`src/rtl/alu16_pkg.sv`:
```
`default_nettype none
//============================================================================
// Module   : alu16_pkg
// Brief    : Opcodes, flag bit positions and FSM states for the ALU front-end.
// Revision : 1.0 - initial release
//============================================================================
package alu16_pkg;

    localparam logic [2:0] OP_AND = 3'b000;
    localparam logic [2:0] OP_OR  = 3'b001;
    localparam logic [2:0] OP_XOR = 3'b010;
    localparam logic [2:0] OP_NOT = 3'b011;
    localparam logic [2:0] OP_ADD = 3'b100;
    localparam logic [2:0] OP_SUB = 3'b101;
    localparam logic [2:0] OP_SHL = 3'b110;
    localparam logic [2:0] OP_SHR = 3'b111;

    localparam int FLG_N = 3;
    localparam int FLG_Z = 2;
    localparam int FLG_C = 1;
    localparam int FLG_V = 0;

    typedef enum logic [1:0] {
        IDLE = 2'b00,
        EXEC = 2'b01,
        RESP = 2'b10
    } state_t;

    function automatic logic is_shift(input logic [2:0] op);
        return (op[2:1] == 2'b11);
    endfunction

endpackage
`default_nettype wire

```
`src/rtl/alu16_core.sv`:
```
`default_nettype none
//============================================================================
// Module   : alu16_core
// Brief    : Combinational single-cycle ALU slice: bitwise ops and add/sub.
// Revision : 1.0 - initial release
//============================================================================
module alu16_core
    import alu16_pkg::*;
#(
    parameter int WIDTH = 16
) (
    input  logic [2:0]       op,
    input  logic [WIDTH-1:0] a,
    input  logic [WIDTH-1:0] b,
    output logic [WIDTH-1:0] y,
    output logic             c,
    output logic             v
);

    logic             w_sub;
    logic [WIDTH-1:0] w_b_eff;
    logic [WIDTH:0]   w_sum;
    logic [WIDTH-1:0] w_logic;

    // Subtraction reuses the adder as a + ~b + 1.
    assign w_sub   = (op == OP_SUB);
    assign w_b_eff = w_sub ? ~b : b;
    assign w_sum   = {1'b0, a} + {1'b0, w_b_eff} + {{WIDTH{1'b0}}, w_sub};

    genvar gi;
    generate
        for (gi = 0; gi < WIDTH; gi++) begin : g_bit
            assign w_logic[gi] = (op[1:0] == 2'b00) ? (a[gi] & b[gi]) :
                                 (op[1:0] == 2'b01) ? (a[gi] | b[gi]) :
                                 (op[1:0] == 2'b10) ? (a[gi] ^ b[gi]) :
                                                      ~a[gi];
        end
    endgenerate

    always_comb begin
        y = '0;
        c = 1'b0;
        v = 1'b0;
        case (op)
            OP_AND, OP_OR, OP_XOR, OP_NOT: begin
                y = w_logic;
            end
            OP_ADD, OP_SUB: begin
                y = w_sum[WIDTH-1:0];
                c = w_sum[WIDTH];
                v = (a[WIDTH-1] == w_b_eff[WIDTH-1]) &&
                    (w_sum[WIDTH-1] != a[WIDTH-1]);
            end
            default: begin
                y = '0;
            end
        endcase
    end

endmodule
`default_nettype wire

```
`src/rtl/alu16_arbiter.sv`:
```
`default_nettype none
//============================================================================
// Module   : alu16_arbiter
// Brief    : Round-robin two-requester front-end for the shared 16-bit ALU.
// Revision : 1.0 - initial release
//============================================================================
module alu16_arbiter
    import alu16_pkg::*;
#(
    parameter int WIDTH = 16
) (
    input  logic             clk,
    input  logic             rst_n,
    input  logic             req0_valid,
    output logic             req0_ready,
    input  logic [2:0]       req0_op,
    input  logic [WIDTH-1:0] req0_a,
    input  logic [WIDTH-1:0] req0_b,
    input  logic             req1_valid,
    output logic             req1_ready,
    input  logic [2:0]       req1_op,
    input  logic [WIDTH-1:0] req1_a,
    input  logic [WIDTH-1:0] req1_b,
    output logic             rsp_valid,
    input  logic             rsp_ready,
    output logic [WIDTH-1:0] rsp_data,
    output logic [3:0]       rsp_flags,
    output logic             rsp_id,
    output logic             busy
);

    localparam int c_CNT_W = 4;

    state_t             r_state;
    state_t             w_state_next;

    logic               r_rr;
    logic [c_CNT_W-1:0] r_cnt;
    logic [2:0]         r_op;
    logic [WIDTH-1:0]   r_a;
    logic [WIDTH-1:0]   r_b;
    logic               r_id;
    logic [WIDTH-1:0]   r_acc;
    logic               r_c;
    logic               r_rsp_valid;
    logic [WIDTH-1:0]   r_rsp_data;
    logic [3:0]         r_rsp_flags;
    logic               r_rsp_id;

    logic               w_grant_valid;
    logic               w_grant_id;
    logic               w_accept;
    logic [2:0]         w_sel_op;
    logic [WIDTH-1:0]   w_sel_a;
    logic [WIDTH-1:0]   w_sel_b;
    logic               w_is_shift;
    logic               w_shift_step;
    logic [WIDTH-1:0]   w_core_y;
    logic               w_core_c;
    logic               w_core_v;
    logic [WIDTH-1:0]   w_result;
    logic               w_res_c;
    logic               w_res_v;
    logic [3:0]         w_flags;

    // A lone requester wins outright; the pointer only breaks ties.
    assign w_grant_valid = req0_valid | req1_valid;
    assign w_grant_id    = (req0_valid & req1_valid) ? r_rr : req1_valid;
    assign w_accept      = rst_n & (r_state == IDLE) & w_grant_valid;

    assign req0_ready = w_accept & ~w_grant_id;
    assign req1_ready = w_accept &  w_grant_id;

    assign w_sel_op = w_grant_id ? req1_op : req0_op;
    assign w_sel_a  = w_grant_id ? req1_a  : req0_a;
    assign w_sel_b  = w_grant_id ? req1_b  : req0_b;

    assign w_is_shift   = is_shift(r_op);
    assign w_shift_step = w_is_shift && (r_cnt != '0);

    alu16_core #(
        .WIDTH (WIDTH)
    ) u_core (
        .op (r_op),
        .a  (r_a),
        .b  (r_b),
        .y  (w_core_y),
        .c  (w_core_c),
        .v  (w_core_v)
    );

    assign w_result = w_is_shift ? r_acc : w_core_y;
    assign w_res_c  = w_is_shift ? r_c   : w_core_c;
    assign w_res_v  = w_is_shift ? 1'b0  : w_core_v;

    always_comb begin
        w_flags        = '0;
        w_flags[FLG_N] = w_result[WIDTH-1];
        w_flags[FLG_Z] = (w_result == '0);
        w_flags[FLG_C] = w_res_c;
        w_flags[FLG_V] = w_res_v;
    end

    always_ff @(posedge clk or negedge rst_n) begin
        if (!rst_n) begin
            r_state <= IDLE;
        end else begin
            r_state <= w_state_next;
        end
    end

    always_comb begin
        w_state_next = r_state;
        case (r_state)
            IDLE: begin
                if (w_accept) begin
                    w_state_next = EXEC;
                end
            end
            EXEC: begin
                if (!w_shift_step) begin
                    w_state_next = RESP;
                end
            end
            RESP: begin
                if (r_rsp_valid && rsp_ready) begin
                    w_state_next = IDLE;
                end
            end
            default: begin
                w_state_next = IDLE;
            end
        endcase
    end

    always_ff @(posedge clk or negedge rst_n) begin
        if (!rst_n) begin
            r_rr        <= 1'b0;
            r_cnt       <= '0;
            r_op        <= OP_AND;
            r_a         <= '0;
            r_b         <= '0;
            r_id        <= 1'b0;
            r_acc       <= '0;
            r_c         <= 1'b0;
            r_rsp_valid <= 1'b0;
            r_rsp_data  <= '0;
            r_rsp_flags <= '0;
            r_rsp_id    <= 1'b0;
        end else begin
            case (r_state)
                IDLE: begin
                    if (w_accept) begin
                        r_op  <= w_sel_op;
                        r_a   <= w_sel_a;
                        r_b   <= w_sel_b;
                        r_id  <= w_grant_id;
                        r_rr  <= ~w_grant_id;
                        r_cnt <= is_shift(w_sel_op) ? w_sel_b[c_CNT_W-1:0] : '0;
                        r_acc <= w_sel_a;
                        r_c   <= 1'b0;
                    end
                end
                EXEC: begin
                    if (w_shift_step) begin
                        if (r_op == OP_SHL) begin
                            r_c   <= r_acc[WIDTH-1];
                            r_acc <= {r_acc[WIDTH-2:0], 1'b0};
                        end else begin
                            r_c   <= r_acc[0];
                            r_acc <= {1'b0, r_acc[WIDTH-1:1]};
                        end
                        r_cnt <= r_cnt - 1'b1;
                    end else begin
                        r_rsp_data  <= w_result;
                        r_rsp_flags <= w_flags;
                        r_rsp_id    <= r_id;
                    end
                end
                RESP: begin
                    // Result registers settle one cycle before valid is raised.
                    if (!r_rsp_valid) begin
                        r_rsp_valid <= 1'b1;
                    end else if (rsp_ready) begin
                        r_rsp_valid <= 1'b0;
                    end
                end
                default: begin
                    r_rsp_valid <= 1'b0;
                end
            endcase
        end
    end

    assign rsp_valid = r_rsp_valid;
    assign rsp_data  = r_rsp_data;
    assign rsp_flags = r_rsp_flags;
    assign rsp_id    = r_rsp_id;
    assign busy      = (r_state != IDLE);

endmodule
`default_nettype wire

```
`config.mk`:
```
export PLATFORM = sky130hd
export DESIGN_NAME = alu16_arbiter
export DESIGN_NICKNAME = d
export VERILOG_FILES = /design/src/rtl/alu16_pkg.sv /design/src/rtl/alu16_core.sv /design/src/rtl/alu16_arbiter.sv
export SDC_FILE = /design/constraint.sdc
export NUM_CORES = 1
export LEC_CHECK = 0
export ABC_AREA = 1
export ABC_CLOCK_PERIOD_IN_PS = 7250
export BUFFER_PORTS_ARGS = -buffer_cell sky130_fd_sc_hd__buf_2
export CELL_PAD_IN_SITES_DETAIL_PLACEMENT = 1
export CELL_PAD_IN_SITES_GLOBAL_PLACEMENT = 2
export CORE_MARGIN = 2
export CORE_UTILIZATION = 36
export CTS_BUF_LIST = sky130_fd_sc_hd__clkbuf_8
export CTS_CLUSTER_DIAMETER = 120
export DETAILED_ROUTE_END_ITERATION = 10
export PLACE_DENSITY = 0.88
export REMOVE_ABC_BUFFERS = 1
export SYNTH_ARGS = -nofsm -noshare
export SYNTH_HDL_FRONTEND = slang
export SYNTH_SLANG_ARGS = --single-unit
```
`constraint.sdc`:
```
create_clock -name clk -period 7.25 [get_ports clk]
set_input_delay 1.0875 -clock clk [delete_from_list [all_inputs] [get_ports clk]]
set_output_delay 1.0875 -clock clk [all_outputs]
set_load 0.03 [all_outputs]
```
==> run metrics, run 1 <==
Total Neg Setup Slack 0 ps; part of the Yosys area used for sequential elements between 30% and 40%; number of slew-limit violations in the final report 0; detailed-router iteration count before antenna repair 5; worst hold path type register to register; # port buffers roughly 100; boundary pin count 100; Global Route Usage Sum between 20% and 30%; CTS tree built; fraction of final layout cells with drive strength greater than 1 about 15%; fraction of synthesis flops using an asynchronous set or reset pin 100%; Routed Antenna Nets 0; total of warnings raised by yosys 0; critical path class primary input to output pin; switching portion of total power 55.2%; antenna violations before repair 0; Pwr Density 505 mW/mm^2; required arrival time at the worst endpoint 6160 ps; combinational power share 64.5%; largest voltage drop on the vdd net 0.136 mV; row cnt 47; WP data arrival 4030 ps; vias per cell about 5.2; Hold Vio Cnt, Final 0; clock latency of the later-clocked register in the worst-skew pair 370 ps; maximum fanout encountered on the critical timing path 44; buffers and inverters on the worst path 5; number of cells on the worst hold path 2; CTS buffer count 9; count of cells resized by post-cts repair 0; net switching power 1.94 mW; number of buffers between clock root and the deepest sink 2; DRC Markers 0; vias 5919; H-Tree Depth 3; internal power summed over all cells roughly 1.6 mW; Slowest cell on crit path sky130_fd_sc_hd__nor3_2; Ant. Diodes 0; clock transition time at the flip-flop clock pins of the worst setup and hold paths 100 ps; Yosys cell types between 40 and 50; Clock power frac 10.0%; Slew @ Worst Pin roughly 1000 ps; post-layout minimum cycle time just over 5000 ps; Leak Pwr about 3.6 nW; post-synthesis instance total 842; top cell type's share of synthesized area 33.2%; cell-by-cell trace of the critical path buf_4, inv_1, nor3_2, inv_1, buf_4, nor2_2, buf_2; path depth of the worst reg2reg path 9; unrepaired setup endpoints after global routing false; endpoint type of the worst setup path output pin; total setup buffers inserted after CTS 0; setup skew after layout 12.5 ps; Levels on crit path 7; Worst slew margin between 30% and 40%; initial core utilization 36.8%; average footprint of a synthesized cell about 7.3 um^2; number of enable flip-flop cells after synthesis 0; total of flip-flops plus latches after synthesis 81; Die H 134 um; Top FF cell, synth sky130_fd_sc_hd__dfrtp_1; number of global-route vias before repair 5876; DIE WIDTH ~130 um; WL per Instance 17.9 um; number of maximum-capacitance constraint violations 0; # clock sinks just over 80; full die area 0.0180 mm^2; leading cell types by count after synthesis 237 x sky130_fd_sc_hd__nand2_1, 96 x sky130_fd_sc_hd__inv_1, 81 x sky130_fd_sc_hd__dfrtp_1; cell family with the largest share of critical-path delay buffers and inverters; type of element launching the critical path primary input; main area contributors after synthesis sky130_fd_sc_hd__dfrtp_1 33%, sky130_fd_sc_hd__nand2_1 15%, sky130_fd_sc_hd__ha_1 10%; largest net degree at the start of global routing 47; detailed placer's ending HPWL around 16000 um; weighted congestion reported at the end of routability-driven placement 0.823; Hold Buf Count CTS 0; leading cell type by number of instances after synthesis sky130_fd_sc_hd__nand2_1; sequential fraction of design power between 20% and 30%; Worst Hold Slack 491 ps; Final #Nets around 1100; Fmax 0.195 GHz; final period utilization 70.6%; Mapped Area slightly above 0.006 mm^2; Synth area leader sky130_fd_sc_hd__dfrtp_1; final global-route overflow total 0; maximum single-stage delay on the critical path 860 ps; signed area change from the synthesized netlist to the final layout 13.9%; wire length of the first global-routing pass 32800 um; run status finished clean; Clock Tree Root sky130_fd_sc_hd__clkbuf_8; Final Routed Wirelength slightly above 20000 um; area of the placeable core 0.0166 mm^2; number of design-rule violations left by the first detailed-router iteration 418; Setup-failing EPs final 0
## stage by stage
step                power, mW  std cells  worst slack [ps]  area (um^2)  utilization (%)
floorplan                2.42        807              2830         5930                -
global placement         3.10       1133              2160         6760             40.7
detailed placement       3.15       1133              2120         6760             40.7
CTS                      3.52       1149              2120         6960             41.9
global route             3.88       1149              1810         6960             41.9
finish                   3.51       1149              2130         6960             41.9
## cell type report
| class | count | area [um^2] |
|---|---|---|
| fillers | 2177 | 9630 |
| flip-flops and latches | 81 | 2030 |
| clock buffers | 9 | 124 |
| multi-input cells | 626 | 3520 |
| repair buffers | 106 | 551 |
| inverters | 100 | 378 |
| well taps | 220 | 275 |
| clock inverters | 7 | 77.6 |
## kinds of logic after synthesis
kind of cell | count (synthesis) | synth area share, %
AO/OA/AOI/OAI | 164 | 15.5
AND/OR/NAND/NOR | 372 | 25.5
XOR/XNOR | 17 | 2.44
flip-flops | 81 | 33.2
buffers and inverters | 135 | 9.18
multiplexers | 22 | 3.61
adder cells (fa/ha/maj) | 51 | 10.6
## cells in the final DEF, fill, tap and decap left out, types with 3 or more instances in the layout
| cell type | instances |
|---|---|
| sky130_fd_sc_hd__nand3_1 | 46 |
| sky130_fd_sc_hd__xor2_1 | 16 |
| sky130_fd_sc_hd__nand2_2 | 4 |
| sky130_fd_sc_hd__buf_2 | 98 |
| sky130_fd_sc_hd__clkinvlp_4 | 4 |
| sky130_fd_sc_hd__nor3_1 | 7 |
| sky130_fd_sc_hd__nand3b_1 | 5 |
| sky130_fd_sc_hd__o211ai_1 | 23 |
| sky130_fd_sc_hd__nand4_1 | 6 |
| sky130_fd_sc_hd__nor2_1 | 56 |
| sky130_fd_sc_hd__mux2i_1 | 22 |
| sky130_fd_sc_hd__or2_2 | 3 |
| sky130_fd_sc_hd__a31oi_1 | 3 |
| sky130_fd_sc_hd__a21oi_1 | 33 |
| sky130_fd_sc_hd__dfrtp_1 | 81 |
| sky130_fd_sc_hd__ha_1 | 50 |
| sky130_fd_sc_hd__inv_1 | 96 |
| sky130_fd_sc_hd__buf_4 | 8 |
| sky130_fd_sc_hd__clkbuf_8 | 9 |
| sky130_fd_sc_hd__nand2_1 | 237 |
| sky130_fd_sc_hd__o22ai_1 | 14 |
| sky130_fd_sc_hd__o21ai_0 | 75 |
| sky130_fd_sc_hd__inv_2 | 3 |
## final timing paths
kind                                   start            to  slack, ps
worst min-delay path            rsp_data[11]  rsp_data[11]        490
worst max-delay path                   rst_n    req1_ready       2130
worst min register to register  rsp_data[11]  rsp_data[11]        490
min in group asynchronous              rst_n      r_cnt[0]        670
worst max register to register    r_state[1]      r_acc[0]       3520
max in group asynchronous              rst_n        r_a[3]       5560
## flip-flops by register name, summed over array words and instances (netlist names)
signal     count
r_state        2
rsp_flags      3
rsp_valid      1
r_rr           1
r_cnt          4
rsp_data      16
r_a           16
rsp_id         1
r_b           16
r_id           1
r_op           3
r_acc         16
r_c            1
## tightest hold or removal path: stages (launching register included)
cell and delay [ps]:
sky130_fd_sc_hd__dfrtp_1 350, sky130_fd_sc_hd__nand2_1 50, sky130_fd_sc_hd__nand2_1 60
## power by group through the flow
| stage | combinational (mW) | clock, mW | sequential (mW) |
|---|---|---|---|
| after global placement | 2.21 | 0 | 0.892 |
| after floorplan | 1.50 | 0 | 0.918 |
| final | 2.26 | 0.351 | 0.896 |
| after detailed placement | 2.25 | 0 | 0.898 |
| after CTS | 2.27 | 0.359 | 0.891 |
| after global routing | 2.58 | 0.376 | 0.925 |
## per-layer routing
layer	vias up	wire (um)	part of all wire (%)	global-route usage [%]
li1	2918	-	-	-
met3	7	792	3.8	2.72
met2	117	9360	45	37.5
met5	-	0	0	0
met1	2877	10300	50	34.9
met4	0	145	0.70	4.21
Note: power is estimated with default switching activity, not from simulation.
==> run 2: changes to the inputs <==
--- a/config.mk
+++ b/config.mk
@@ -6,16 +6,16 @@
 export NUM_CORES = 1
 export LEC_CHECK = 0
 export ABC_AREA = 1
-export ABC_CLOCK_PERIOD_IN_PS = 7250
+export ABC_CLOCK_PERIOD_IN_PS = 4600
 export BUFFER_PORTS_ARGS = -buffer_cell sky130_fd_sc_hd__buf_2
 export CELL_PAD_IN_SITES_DETAIL_PLACEMENT = 1
 export CELL_PAD_IN_SITES_GLOBAL_PLACEMENT = 2
 export CORE_MARGIN = 2
-export CORE_UTILIZATION = 36
+export CORE_UTILIZATION = 30
 export CTS_BUF_LIST = sky130_fd_sc_hd__clkbuf_8
 export CTS_CLUSTER_DIAMETER = 120
 export DETAILED_ROUTE_END_ITERATION = 10
-export PLACE_DENSITY = 0.88
+export PLACE_DENSITY = 0.78
 export REMOVE_ABC_BUFFERS = 1
 export SYNTH_ARGS = -nofsm -noshare
 export SYNTH_HDL_FRONTEND = slang
==> constraint.sdc (replaced) <==
create_clock -name clk -period 4.6 [get_ports clk]
set_input_delay 0.69 -clock clk [delete_from_list [all_inputs] [get_ports clk]]
set_output_delay 0.69 -clock clk [all_outputs]
set_load 0.03 [all_outputs]
==> run 2 against run 1 <==
Final cell count is 4.6% higher. Register-to-register slack worse by 2200 ps. Clock skew is 2.2 ps lower. Highest routed layer unchanged. Largest cell class unchanged. Sequential power is 58% higher. Non-clock buffer count is 3 higher. Critical path depth is 9 higher. Critical endpoint is now rsp_flags[2].
==> run metrics, run 2 (synthesized netlist as in run 1, its figures left out) <==
cell-by-cell trace of the critical path inv_4, nand3_4, xor2_1, ha_1, nand2_1, nor2_1, nand3_1, nand2_1, nand2_1, nand3_1, nand2_1, a21oi_1, nand3_1, nor2_1, nand3_1, nand2_1; WP data arrival 3590 ps (-440 ps); Final #Nets 1053 (+0.29%); Fmax 0.305 GHz; Setup-failing EPs final 0 (unchanged); number of global-route vias before repair 6091 (+3.7%); Clock Tree Root sky130_fd_sc_hd__clkbuf_8; fraction of final layout cells with drive strength greater than 1 15.3% (+0.27 points); critical path class register to register; final global-route overflow total 0 (unchanged); wire length the detailed router placed on met1 10700 um (+3.4%); most common library cell in the layout ignoring fill and taps sky130_fd_sc_hd__nand2_1; count of cells resized by post-cts repair 0 (unchanged); sequential fraction of design power 25.4% (about the same); final period utilization between 70% and 80%; largest voltage drop on the vdd net 0.208 mV (+53%); internal power summed over all cells 2.49 mW (+59%); required arrival time at the worst endpoint 4910 ps (-1250 ps); detailed placer's ending HPWL 16500 um (+2.5%); CTS buffer count 9 (unchanged); Leak Pwr 3.64 nW (+0.87%); cell with the most instances on the worst path sky130_fd_sc_hd__nand2_1; CTS tree built; Pwr Density 791 mW/mm^2 (+57%); top layer in use met4; total setup buffers inserted after CTS 0 (unchanged); Hold Vio Cnt, Final 0 (unchanged); type of element launching the critical path register; unrepaired setup endpoints after global routing false; largest net degree at the start of global routing 48 (+2.1%); H-Tree Depth 3 (unchanged); combinational power share 64.4% (about the same); met2 wire length 9770 um (+4.3%); # port buffers 99 (unchanged); signed area change from the synthesized netlist to the final layout 15.3%; WL per Instance 17.8 um (-0.60%); number of design-rule violations left by the first detailed-router iteration 266 (-36%); endpoint type of the worst setup path register; Ant. Diodes 0 (unchanged); initial core utilization 30.4% (-6.5 points); switching portion of total power 55.3% (about the same); boundary pin count 100 (unchanged); weighted congestion reported at the end of routability-driven placement 0.867 (+5.3%); setup skew after layout 10.3 ps (-2.23 ps); Final Routed Wirelength 21400 um (+4.0%); full die area 0.0215 mm^2 (+19%); Slew @ Worst Pin 1100 ps (+59.9 ps); number of slew-limit violations in the final report 0 (unchanged); maximum single-stage delay on the critical path 560 ps (-300 ps); vias per cell 4.89 (-5.2%); worst hold path type primary input to asynchronous set/reset pin; Die H 147 um (+9.3%); Worst slew margin 26.5% (-3.7 points); maximum fanout encountered on the critical timing path 17 (-61%); vias 5873 (-0.78%); Global Route Usage Sum 20.4% (-3.2 points); row cnt 52 (+11%); clock transition time at the flip-flop clock pins of the worst setup and hold paths 90 ps (about the same); # clock sinks 81 (unchanged); number of maximum-capacitance constraint violations 0 (unchanged); wire length of the first global-routing pass 34200 um (+4.5%); cell family with the largest share of critical-path delay simple AND/OR/NAND/NOR gates; post-layout minimum cycle time 3280 ps; Total Neg Setup Slack 0 ps (unchanged); net switching power 3.08 mW (+59%); number of buffers between clock root and the deepest sink 2 (unchanged); buffers and inverters on the worst path 1 (-4); run status finished clean; antenna violations before repair 0 (unchanged); Slowest cell on crit path sky130_fd_sc_hd__dfrtp_1; area of the placeable core 0.0201 mm^2 (+21%); Hold Buf Count CTS 0 (unchanged); clock latency of the later-clocked register in the worst-skew pair 380 ps (about the same); final non-filler cell area 0.00704 mm^2 (+1.2%); DIE WIDTH 147 um (+9.3%); total cell area at the placement stage 0.00684 mm^2 (+1.3%); Clock power frac 10.2% (+0.2 points); DRC Markers 0 (unchanged); Routed Antenna Nets 0 (unchanged); most frequent cells in the layout 237 x sky130_fd_sc_hd__nand2_1, 98 x sky130_fd_sc_hd__buf_2, 96 x sky130_fd_sc_hd__inv_1; detailed-router iteration count before antenna repair 4 (-1); Met3 Routed Length 763 um (-3.7%)
## run 2: worst register-to-register path: cells and delay by family (launching register included)
kind	cells	cell delay, ps
simple gates	12	1520
flops	1	560
fa+ha+maj	1	400
compound gates	1	290
xor+xnor	1	270
buf+inv	1	180
## run 2: worst paths after layout
path / slack [ps] / cells past startpoint / to / from
max: 1320 / 16 / rsp_flags[2] / r_op[1]
min: 260 / 1 / r_b[11] / rst_n
max reg2reg: 1320 / 16 / rsp_flags[2] / r_op[1]
min reg2reg: 490 / 2 / rsp_data[13] / rsp_data[13]
max in group asynchronous: 3290 / 2 / rsp_data[2] / rst_n
min in group clk: 490 / 2 / rsp_data[13] / rsp_data[13]
## run 2: per-layer routing
metal  global-route usage [%]  up-vias
met5                        0        -
met4                     5.39        0
met3                     1.09       14
met2                     33.0       80
met1                     29.8     2857
li1                         -     2922
## run 2: final cells by class
type / count / area, um^2
fillers: 2555 / 13100
multi-input cells: 626 / 3520
flip-flops and latches: 81 / 2030
repair buffers: 109 / 573
inverters: 100 / 378
well taps: 270 / 338
clock buffers: 10 / 138
clock inverters: 6 / 65.1
## run 2: through the flow
stage | utilization (%) | std cells | hold slack (ps) | setup slack [ps] | power (mW)
after global placement | 34.0 | 1186 | 468 | 1290 | 4.96
after floorplan | - | 807 | 394 | 975 | 3.81
final | 35.0 | 1202 | 263 | 1320 | 5.57
after detailed placement | 34.0 | 1186 | 472 | 1270 | 5.01
after global routing | 35.0 | 1202 | 300 | 1090 | 6.15
after CTS | 35.0 | 1202 | 282 | 1370 | 5.60
## run 2: power groups by stage
stage | registers, mW | logic (mW) | clock network (mW)
finish | 1.42 | 3.58 | 0.569
global route | 1.47 | 4.08 | 0.605
CTS | 1.41 | 3.61 | 0.581
detailed placement | 1.42 | 3.59 | 0
global placement | 1.42 | 3.54 | 0
floorplan | 1.45 | 2.37 | 0
